==> config.mk <==
export PLATFORM = sky130hd
export DESIGN_NAME = stage_wb
export DESIGN_NICKNAME = d
export VERILOG_FILES = /design/src/rtl/stage_wb.sv
export SDC_FILE = /design/constraint.sdc
export NUM_CORES = 1
export LEC_CHECK = 0
export CORE_ASPECT_RATIO = 1.5
export CORE_MARGIN = 8
export CORE_UTILIZATION = 40
export DETAILED_ROUTE_END_ITERATION = 8
export GPL_ROUTABILITY_DRIVEN = 0
export PLACE_DENSITY = 0.69
export REMOVE_ABC_BUFFERS = 1
export SETUP_SLACK_MARGIN = 0.5
export SLEW_MARGIN = 20
export SYNTH_ARGS = -nofsm -noshare
export SYNTH_HDL_FRONTEND = slang
export SYNTH_SLANG_ARGS = --single-unit
==> constraint.sdc <==
create_clock -name clk -period 3.5 [get_ports clk]
set_clock_uncertainty 0.05 [all_clocks]
set_input_delay 0.525 -clock clk [delete_from_list [all_inputs] [get_ports clk]]
set_output_delay 0.525 -clock clk [all_outputs]
set_load 0.005 [all_outputs]
==> src/rtl/stage_wb.sv <==
// Write-back stage: MEM/WB pipeline register, load extraction, register-file write
// selection, architectural HI/LO registers with forwarding, and a retired-instruction counter.
module stage_wb #(
    parameter int unsigned        DW       = 32,
    parameter int unsigned        AW       = 5,
    parameter logic [DW-1:0]      HILO_RST = '0
) (
    input  logic                  clk,
    input  logic                  rst_n,
    input  logic                  wb_i_valid,
    input  logic                  wb_i_stall,
    input  logic                  wb_i_flush,
    input  logic                  wb_i_dm2rf,
    input  logic                  wb_i_hilowe,
    input  logic                  wb_i_rfwe,
    input  logic                  wb_i_ldsign,
    input  logic [3:0]            wb_i_bytesel,
    input  logic [AW-1:0]         wb_i_rfwa,
    input  logic [2*DW-1:0]       wb_i_mulres,
    input  logic [DW-1:0]         wb_i_alures,
    input  logic [DW-1:0]         wb_i_dmdout,
    output logic                  rf_we,
    output logic [AW-1:0]         rf_wa,
    output logic [DW-1:0]         rf_wd,
    output logic [DW-1:0]         hi_o,
    output logic [DW-1:0]         lo_o,
    output logic [31:0]           instret
);

    logic              valid_d;
    logic              valid_q;
    logic              dm2rf_q;
    logic              hilowe_q;
    logic              rfwe_q;
    logic              ldsign_q;
    logic [3:0]        bytesel_q;
    logic [AW-1:0]     rfwa_q;
    logic [2*DW-1:0]   mulres_q;
    logic [DW-1:0]     alures_q;
    logic [DW-1:0]     dmdout_q;
    logic [DW-1:0]     hi_q;
    logic [DW-1:0]     lo_q;
    logic [31:0]       instret_q;
    logic [DW-1:0]     load_data;
    logic              hilo_fwd;

    // Stall and flush both turn the slot into a bubble; a stalled instruction enters once on release.
    assign valid_d = wb_i_valid & ~wb_i_stall & ~wb_i_flush;

    always_ff @(posedge clk or negedge rst_n) begin
        if (!rst_n) begin
            valid_q   <= 1'b0;
            dm2rf_q   <= 1'b0;
            hilowe_q  <= 1'b0;
            rfwe_q    <= 1'b0;
            ldsign_q  <= 1'b0;
            bytesel_q <= '0;
            rfwa_q    <= '0;
            mulres_q  <= '0;
            alures_q  <= '0;
            dmdout_q  <= '0;
        end else begin
            valid_q <= valid_d;
            if (valid_d) begin
                dm2rf_q   <= wb_i_dm2rf;
                hilowe_q  <= wb_i_hilowe;
                rfwe_q    <= wb_i_rfwe;
                ldsign_q  <= wb_i_ldsign;
                bytesel_q <= wb_i_bytesel;
                rfwa_q    <= wb_i_rfwa;
                mulres_q  <= wb_i_mulres;
                alures_q  <= wb_i_alures;
                dmdout_q  <= wb_i_dmdout;
            end
        end
    end

    assign hilo_fwd = valid_q & hilowe_q;

    always_ff @(posedge clk or negedge rst_n) begin
        if (!rst_n) begin
            hi_q <= HILO_RST;
            lo_q <= HILO_RST;
        end else if (hilo_fwd) begin
            hi_q <= mulres_q[2*DW-1:DW];
            lo_q <= mulres_q[DW-1:0];
        end
    end

    always_ff @(posedge clk or negedge rst_n) begin
        if (!rst_n) begin
            instret_q <= '0;
        end else if (valid_q) begin
            instret_q <= instret_q + 32'd1;
        end
    end

    // Unrecognised width codes fall back to a full-word load.
    always_comb begin
        load_data = dmdout_q;
        case (bytesel_q)
            4'b0011: load_data = {{(DW-16){ldsign_q & dmdout_q[15]}}, dmdout_q[15:0]};
            4'b0001: load_data = {{(DW-8){ldsign_q & dmdout_q[7]}}, dmdout_q[7:0]};
            default: load_data = dmdout_q;
        endcase
    end

    assign rf_we   = valid_q & rfwe_q & (rfwa_q != '0);
    assign rf_wa   = rfwa_q;
    assign rf_wd   = dm2rf_q ? load_data : alures_q;
    assign hi_o    = hilo_fwd ? mulres_q[2*DW-1:DW] : hi_q;
    assign lo_o    = hilo_fwd ? mulres_q[DW-1:0] : lo_q;
    assign instret = instret_q;

endmodule

==> summary.txt <==
Setup path
  – CP max FO: 4
  – Crit start category: flip-flop
  – Worst reg-to-reg path cell count: 4
  – R2R Setup Slk: approximately 1600 ps
  – R2r endpoint: instret[27]$_DFFE_PN0P_
  – CP Launch Point: bytesel_q[2]$_DFFE_PN0P_
  – Setup crit end: rf_wd[13]
  – Crit. End Element: output pin
  – Arr. time, crit path: around 2400 ps
  – FF-to-FF Start: instret[12]$_DFFE_PN0P_
  – Critical Path RT: around 3000 ps
  – Worst setup path class: flip-flop to output pin

STA
  – Slew Viols, Final: 0
  – Final setup viols: 0
  – Fin crit share: a little over four fifths
  – Final hold slack: -49.10 ps
  – Rel. slew slack: 45.48%
  – Unrepaired setup endpoints after global routing: yes
  – Peak Freq: 0.3373 GHz
  – Worst Slack Setup Final: 535.6 ps
  – Setup TNS: 0 ps
  – Actual slew at the worst max-slew pin: ~820 ps
  – Final Hold Viols: 13
  – Final min period: between 2000 and 3000 ps

Outcome
  – Status: finished, violations left
  – Violated checks: hold timing

Cells and area
  – Final core utilization: between 50% and 60%
  – Layout area overhead: 42.42%
  – Share of layout cells above drive strength 1: about 30%
  – Final instance area: roughly 0.014 sq mm
  – Layout fillers: roughly 2k
  – Final nets: between 1k and 1.5k

Clock network
  – Worst-Skew Late Latency: roughly 510 ps
  – Clock tree root driver cell: clkbuf_16
  – Num CTS Buffers: 23
  – H-tree depth: 1
  – CTS clk-pin slew, worst paths: 70 ps
  – CTS max path bufs: 3
  – CTS tree: built
  – TritonCTS Sinks: 238

Floorplan
  – Io pins: 280
  – Die Wd: between 100 and 150 microns
  – Core area: roughly 0.024 sq mm
  – Initial Utilization: roughly 40%
  – Die height: a little over 200 microns
  – Standard-cell rows: 69
  – Die area: around 0.029 sq mm

GRT
  – Initial antenna violation count: 1
  – First-pass GRT wire length: 37790 microns
  – GRT Util Overall: between 15 and 20%
  – Vias in the first global route: between 6k and 7k
  – Grt ovf: 0
  – Largest net degree at the start of global routing: 143

Synthesis
  – Synth Warn #: 0
  – Seq/Total Area, Yosys: about three fifths
  – Synth unique cells: 33
  – Share of the synthesized area in the top cell type: 61.95%
  – Yosys reg bits: between 200 and 250
  – Synthesized cell area: about 0.0096 sq mm
  – Post-synthesis instance total: approximately 660
  – Number of flops mapped to enable cells by yosys: 0
  – Average cell area after synthesis: 14.54 sq um
  – Yosys top cell by area: dfrtp_1
  – Top-count cell post-synth: dfrtp_1
  – Synth top area cells: dfrtp_1 62%, mux2_2 25%, xnor2_1 1.7%, a21oi_1 1.7%, nor2_1 1.2%
  – Post-synth top cells: 238 x dfrtp_1, 214 x mux2_2, 32 x a21oi_1
  – Ys flop type: dfrtp_1
  – Async S/R FF share, synth: 100.0%

Routing
  – Final WL: 24750 microns
  – Wire per inst: between 15 and 20 microns
  – Initial drt markers: 219
  – Post-route DRC: 0
  – DRT antenna net count: 0
  – Drt via density: between 4 and 5
  – Pre-antenna DRT Iters: 4
  – Total number of vias: ~6.2k

Power
  – VDD IR max: 0.0004871 V
  – PD cells: around 630 mW/mm^2
  – P_leak: between 5 and 6 nW

Placement
  – Dpl ws: ~610 ps
  – Post-DP HPWL: about 17000 microns
  – Number of port buffers: around 280
  – Area of placed instances: about 0.013 sq mm

Worst hold path
  – Hold Crit Class: input port to asynchronous set/reset pin

Job
  – # Max-Cap Violations: 0
[worst min-delay path by stage]
stage	depth (start not counted)	to	from	slack [ps]
floorplan	0	alures_q[0]$_DFFE_PN0P_	rst_n	180
global placement	1	instret[31]$_DFFE_PN0P_	instret[31]$_DFFE_PN0P_	410
detailed placement	1	instret[31]$_DFFE_PN0P_	instret[31]$_DFFE_PN0P_	410
CTS	1	alures_q[13]$_DFFE_PN0P_	rst_n	20
global route	1	alures_q[13]$_DFFE_PN0P_	rst_n	50
finish	1	alures_q[13]$_DFFE_PN0P_	rst_n	-50
[cells by family (layout without fill, tap and decap cells)]
kind of cell	after synthesis	in the layout	share of synthesized area, %
adder cells (fa/ha/maj)	1	1	0.1301
other	0	1	0
AND/OR/NAND/NOR	105	105	6.443
buffers and inverters	37	340	1.627
XOR/XNOR	31	31	2.824
AO/OA/AOI/OAI	34	35	1.848
flip-flops	238	238	61.95
multiplexers	215	215	25.17
[registers in the layout, indices dropped and copies added, names as in the netlist, 4 cells and up]
| register | count |
|---|---|
| mulres_q | 64 |
| alures_q | 32 |
| dmdout_q | 32 |
| hi_q | 32 |
| instret | 32 |
| lo_q | 32 |
| rf_wa | 5 |
| bytesel_q | 4 |
[metrics by stage]
stage	std cells	power, mW
3_5_place_dp	1233	6.223
6_report	1285	8.642
5_1_grt	1285	9.112
4_1_cts	1277	8.779
2_1_floorplan	629	4.667
3_3_place_gp	1233	6.171
[power by group]
group	leakage (nW)	internal [mW]	switching [mW]
clock	0.380	1.48	1.02
combinational	2.53	1.58	0.864
sequential	2.90	3.42	0.276
total	5.81	6.48	2.16
[layer usage]
layer / GRT usage (%) / part of all wire (%)
met5: 0 / 0
met3: 4.231 / 7.4
met1: 17.70 / 37
met2: 30.08 / 53
met4: 5.219 / 2.5
[final cells by class]
class / count / area [sq um] / share of cell area (%)
Sequential cell: 238 / 5956 / 43.50
Multi-Input combinational cell: 387 / 3565 / 26.04
Tap cell: 319 / 399.1 / 2.915
Timing Repair Buffer: 293 / 2972 / 21.71
Clock buffer: 36 / 714.4 / 5.218
Clock inverter: 6 / 63.81 / 0.4661
Antenna cell: 1 / 2.502 / 0.01828
Inverter: 5 / 18.77 / 0.1371
[timing repair]
| item | in CTS | in global routing |
|---|---|---|
| gates cloned | 0 | 3 |
| pin swaps | 3 | 3 |
| setup endpoints to repair | 58 | 68 |
| hold buffers | 0 | 0 |
| gates resized for setup | 15 | 3 |
| buffers inserted | 2 | 4 |
[layout by cell type, fill, tap and decap left out, drive strengths merged, types with 2 or more instances in the layout]
| master | count |
|---|---|
| dlygate4sd2 | 8 |
| dfrtp | 238 |
| clkinv | 2 |
| and3 | 4 |
| clkbuf | 37 |
| mux2 | 214 |
| nand2 | 26 |
| buf | 14 |
| or3 | 2 |
| nor2 | 30 |
| nor4 | 5 |
| xnor2 | 19 |
| and4 | 4 |
| clkinvlp | 2 |
| clkdlybuf4s50 | 270 |
| or4 | 2 |
| xor2 | 12 |
| nand3 | 11 |
| inv | 6 |
| nor3b | 2 |
| nand4 | 10 |
| a21boi | 2 |
| a21oi | 32 |
| nor3 | 6 |
[critical path, cell delays in order, from the launching register on]
cell             delay, ps
dfrtp_1                390
or4b_4                 590
nor2_4                 170
a21oi_1                 60
a21oi_1                150
clkdlybuf4s50_1        520
Power figures use the tool's default switching activity.
